## src/rtl/alu_pkg.sv

```systemverilog
// alu_pkg
//   Shared constants and types for the ALU operand-capture datapath.
//   WIDTH      : operand width (only 8 is supported)
//   latch_st_e : operand latch state encoding (2'b11 is illegal)
package alu_pkg;

   localparam int WIDTH = 8;

   typedef enum logic [1:0] {
      ST_EMPTY  = 2'b00,
      ST_HAVE_A = 2'b01,
      ST_FULL   = 2'b10
   } latch_st_e;

endpackage : alu_pkg

```

## src/rtl/register_8b.sv

```systemverilog
// register_8b
//   Operand register with synchronous active-high reset and load enable.
//   clk_i : clock
//   rst_i : synchronous reset; clears q_o to zero
//   en_i  : load enable; captures d_i on the rising edge
//   d_i   : data in
//   q_o   : registered data out
module register_8b
   import alu_pkg::*;
#(
   parameter int W = WIDTH
) (
   input  logic         clk_i,
   input  logic         rst_i,
   input  logic         en_i,
   input  logic [W-1:0] d_i,
   output logic [W-1:0] q_o
);

   logic [W-1:0] data_q;

   always_ff @(posedge clk_i) begin
      if (rst_i)     data_q <= '0;
      else if (en_i) data_q <= d_i;
   end

   assign q_o = data_q;

endmodule : register_8b

```

## src/rtl/operand_latch_8b.sv

```systemverilog
// operand_latch_8b
//   Collects operand A then operand B (with add/subtract select) from the
//   shared data bus and holds them as a registered bundle for the
//   inverter/adder until downstream consumes it. Subtract is A + ~B + 1,
//   so the inverter enable and carry-in are both the latched sub flag,
//   gated to the FULL state.
//   input_clock     : clock
//   input_reset     : synchronous active-high reset
//   input_data      : data bus, sampled on input_load
//   input_load      : capture one operand this cycle
//   input_subtract  : op select, sampled with operand B (1 = subtract)
//   input_consume   : downstream takes the bundle (only acts in FULL)
//   output_a/_b     : captured operands
//   output_invert   : inverter enable
//   output_carry_in : adder carry-in (same as output_invert)
//   output_valid    : complete pair held
//   output_dropped  : sticky, a load arrived while FULL without consume
module operand_latch_8b
   import alu_pkg::*;
#(
   parameter int WIDTH = alu_pkg::WIDTH
) (
   input  logic             input_clock,
   input  logic             input_reset,
   input  logic [WIDTH-1:0] input_data,
   input  logic             input_load,
   input  logic             input_subtract,
   input  logic             input_consume,
   output logic [WIDTH-1:0] output_a,
   output logic [WIDTH-1:0] output_b,
   output logic             output_invert,
   output logic             output_carry_in,
   output logic             output_valid,
   output logic             output_dropped
);

   latch_st_e state_q, state_d;
   logic      sub_q, sub_d;
   logic      dropped_q, dropped_d;
   logic      valid_q, valid_d;
   logic      invert_q, invert_d;
   logic      load_a, load_b;

   // Next-state and capture enables
   always_comb begin
      state_d   = state_q;
      sub_d     = sub_q;
      dropped_d = dropped_q;
      load_a    = 1'b0;
      load_b    = 1'b0;
      case (state_q)
         ST_EMPTY: begin
            if (input_load) begin
               load_a  = 1'b1;
               state_d = ST_HAVE_A;
            end
         end
         ST_HAVE_A: begin
            if (input_load) begin
               load_b  = 1'b1;
               sub_d   = input_subtract;
               state_d = ST_FULL;
            end
         end
         ST_FULL: begin
            if (input_consume) begin
               // Consume and a new A in the same cycle: no bubble.
               if (input_load) begin
                  load_a  = 1'b1;
                  state_d = ST_HAVE_A;
               end else begin
                  state_d = ST_EMPTY;
               end
            end else if (input_load) begin
               dropped_d = 1'b1;
            end
         end
         default: state_d = ST_EMPTY;
      endcase
   end

   // valid/invert are computed from the next state so that they leave the
   // block straight from flops rather than through a state decode.
   assign valid_d  = (state_d == ST_FULL);
   assign invert_d = (state_d == ST_FULL) && sub_d;

   always_ff @(posedge input_clock) begin
      if (input_reset) begin
         state_q   <= ST_EMPTY;
         sub_q     <= 1'b0;
         dropped_q <= 1'b0;
         valid_q   <= 1'b0;
         invert_q  <= 1'b0;
      end else begin
         state_q   <= state_d;
         sub_q     <= sub_d;
         dropped_q <= dropped_d;
         valid_q   <= valid_d;
         invert_q  <= invert_d;
      end
   end

   register_8b #(.W(WIDTH)) u_reg_a (
      .clk_i (input_clock),
      .rst_i (input_reset),
      .en_i  (load_a),
      .d_i   (input_data),
      .q_o   (output_a)
   );

   register_8b #(.W(WIDTH)) u_reg_b (
      .clk_i (input_clock),
      .rst_i (input_reset),
      .en_i  (load_b),
      .d_i   (input_data),
      .q_o   (output_b)
   );

   assign output_invert   = invert_q;
   assign output_carry_in = invert_q;
   assign output_valid    = valid_q;
   assign output_dropped  = dropped_q;

endmodule : operand_latch_8b

```

## config.mk

```make
export PLATFORM = sky130hd
export DESIGN_NAME = operand_latch_8b
export DESIGN_NICKNAME = d
export VERILOG_FILES = /design/src/rtl/alu_pkg.sv /design/src/rtl/register_8b.sv /design/src/rtl/operand_latch_8b.sv
export SDC_FILE = /design/constraint.sdc
export NUM_CORES = 1
export LEC_CHECK = 0
export ABC_AREA = 1
export CORE_UTILIZATION = 46
export CTS_CLUSTER_DIAMETER = 30
export DETAILED_ROUTE_END_ITERATION = 8
export GPL_TIMING_DRIVEN = 0
export PLACE_DENSITY_LB_ADDON = 0.12
export SETUP_SLACK_MARGIN = 0.1
export SLEW_MARGIN = 25
export SYNTH_ARGS = -nofsm -noshare
export SYNTH_HDL_FRONTEND = slang
export SYNTH_HIERARCHICAL = 1
export SYNTH_SLANG_ARGS = --single-unit
```

## constraint.sdc

```tcl
create_clock -name input_clock -period 3.3 [get_ports input_clock]
set_input_delay 0.99 -clock input_clock [delete_from_list [all_inputs] [get_ports input_clock]]
set_output_delay 0.99 -clock input_clock [all_outputs]
set_load 0.1 [all_outputs]
```

==> results.json <==
{
  "status": "finished clean",
  "switchingPower_mw": 0.242,
  "drt-initial-drc-count": 24,
  "synth_top_family_by_area": "simple AND/OR/NAND/NOR gates",
  "postRouteAntennaNets": 0,
  "synth_xor_area_frac": 0,
  "start_kind": "flop",
  "ff2ff_setup_slack_ns": 2.11,
  "syn_to_final_growth_pct": 41.6,
  "cp-end-kind": "primary output",
  "synthesis.nets": 148,
  "cts_tree": "done",
  "vias_per_cell": 4.19,
  "worstMarginPinSlew_ns": 0.974,
  "cts_resized": 0,
  "critPathKind": "flop to primary output",
  "hold_class": "flop to flop",
  "avgSynthCellArea_sq_um": 6.91,
  "wirelength_um": 1790,
  "sequentialPowerShare": 0.447,
  "core_area_sq_um": 1820,
  "final.setup.tns_ns": 0,
  "dieArea_sq_um": 2210,
  "worstPathCellList": "buf_4 -> clkdlybuf4s50_1",
  "firstDrtPassIters": 4,
  "drive_gt1_frac": 0.0994,
  "hold_ws_ns": 0.465,
  "drc_errors": 0,
  "power_density_nw_per_um2": 494,
  "synthAdderAreaFrac": 0,
  "power.internal_mw": 0.411,
  "place_hpwl_um": 1380,
  "portBuffers": 32,
  "place.gp.congestion": 0.876,
  "synth-simple-area-share": 0.345,
  "ios": 33,
  "max_freq_mhz": 349,
  "regToRegEndpoint": "u_reg_a/q_o[6]",
  "dr_total_vias": 822,
  "slew_viol_final": 0,
  "ys_ff_latch": 22,
  "synth.mux.area_fraction": 0,
  "peakVddDrop_uv": 409,
  "ys_seq_area_frac": 0.472,
  "clk_latency_ns": 0.31,
  "setup_viol": 0,
  "netlist_area_sq_um": 933,
  "worst-endpoint-arrival_ns": 1.87,
  "cts_sinks": 22,
  "maxCapViolations": 0,
  "reg2reg_depth": 7,
  "chipWidth_um": 47.0,
  "dpl_cell_area_sq_um": 1280,
  "final_core_util": 0.726,
  "grt_pass1_wl_um": 2820,
  "max_stage_delay_ns": 1.11,
  "synth_compound_area_frac": 0.0107,
  "endpoint": "output_invert",
  "synth_cell_types": 14,
  "clock_skew_ns": 0.00530,
  "clockBufferDepth": 2,
  "period_share": 0.867,
  "finalInstanceArea_sq_um": 1320,
  "post_cts_buffers": 0,
  "n_antenna_cell": 0,
  "yosys_warnings": 6,
  "die_h_um": 47.0,
  "power_frac_comb": 0.333,
  "wl_per_cell_um": 9.11,
  "grt_antenna_before_repair": 0,
  "rsz0062_at_grt": "false",
  "grt_pass1_vias": 694,
  "grt_use_total": 0.186,
  "final_cells": 196,
  "cp.required_ns": 2.31,
  "crit_slowest_cell": "clkdlybuf4s50_1",
  "num_rows": 15,
  "grt_max_degree": 13,
  "htree_levels": 1,
  "crit_fanout": 2,
  "startpoint": "output_carry_in",
  "cts_root_buf": "clkbuf_4",
  "dp.cells": 192,
  "r2r_start": "state_q[0]",
  "initial_core_util": 0.513,
  "cts-buffers-inserted": 3,
  "final_nets": 185,
  "period_minus_slack_ns": 2.86,
  "maxSlewHeadroom": 0.348,
  "clkPwrFrac": 0.220,
  "cts_hold_buf": 0,
  "path_clk_slew_ns": 0.11,
  "cellLeakagePower_nw": 0.658,
  "synthCells": 135,
  "p_sw_frac": 0.370,
  "hold_viol": 0,
  "gr-total-overflow": 0
}
-- per-stage QoR --
stage / total power [mW] / setup slack [ns]
after CTS: 0.658 / 0.418
final: 0.653 / 0.438
after global placement: 0.512 / 0.796
after floorplan: 0.460 / 0.954
after global routing: 0.683 / 0.379
after detailed placement: 0.515 / 0.769
-- flip-flops by register name, indices dropped and copies added (netlist names) --
register and flops:
output_carry_in 1, output_dropped 1, output_valid 1, state_q 2, sub_q 1, u_reg_a/q_o 8
u_reg_b/q_o 8
-- worst min path at each step --
stage | startpoint | end | slack, ns | cells after the start
6_report | output_dropped | output_dropped | 0.46 | 2
5_1_grt | u_reg_a/q_o[4] | u_reg_a/q_o[4] | 0.49 | 2
4_1_cts | output_dropped | output_dropped | 0.47 | 2
3_5_place_dp | output_dropped | output_dropped | 0.44 | 2
3_3_place_gp | output_dropped | output_dropped | 0.44 | 2
2_1_floorplan | state_q[0] | state_q[0] | 0.49 | 2
-- routing by layer --
metal	GRT usage	vias to the layer above	wire, um
met4	0.0857	0	37
li1	-	454	-
met5	0	-	0
met1	0.211	335	792
met2	0.311	28	854
met3	0.0692	5	101
-- area by class of cell --
| class | count | area [sq um] |
|---|---|---|
| sequential | 22 | 440 |
| multi-input combinational | 79 | 332 |
| buffer | 5 | 52.6 |
| timing repair buffer | 32 | 320 |
| clock buffer | 4 | 36.3 |
| inverter | 29 | 109 |
| fill | 155 | 499 |
| tap | 25 | 31.3 |
-- cells in the final DEF, fill, tap and decap left out --
master,count
nand3b_1,1
nor2_2,3
nand3_2,1
nand2_2,3
a21oi_1,2
clkbuf_8,1
clkdlybuf4s50_1,32
dfxtp_1,22
nor2_1,31
nand2_1,34
clkbuf_4,3
inv_1,28
buf_4,1
nand4_1,2
inv_2,1
buf_6,4
nand3_1,2
-- Yosys cell counts (all sizes together) --
master,count,share of area
inv,29,0.12
nor2,34,0.14
a21oi,2,0.011
nand2,37,0.16
nand4,2,0.013
nand3,3,0.021
nand3b,1,0.0080
dfxtp,22,0.47
buf,5,0.056
-- power by group through the flow --
stage | Sequential [mW] | Combinational, mW | Clock, mW
after floorplan | 0.407 | 0.0527 | 0
after global placement | 0.297 | 0.215 | 0
after detailed placement | 0.298 | 0.217 | 0
after CTS | 0.292 | 0.218 | 0.148
after global routing | 0.294 | 0.229 | 0.159
final | 0.292 | 0.217 | 0.144
-- worst max-delay path: cells and delay by family (launching register included) --
kind,cells,cell delay [ns]
buffers and inverters,2,1.21
flip-flops,1,0.35
-- cell families (layout without fill, tap and decap cells) --
logic type             Yosys count  after routing
flip-flops                      22             22
AO/OA/AOI/OAI                    2              2
buffers and inverters           34             70
AND/OR/NAND/NOR                 77             77
Power figures use the tool's default switching activity.
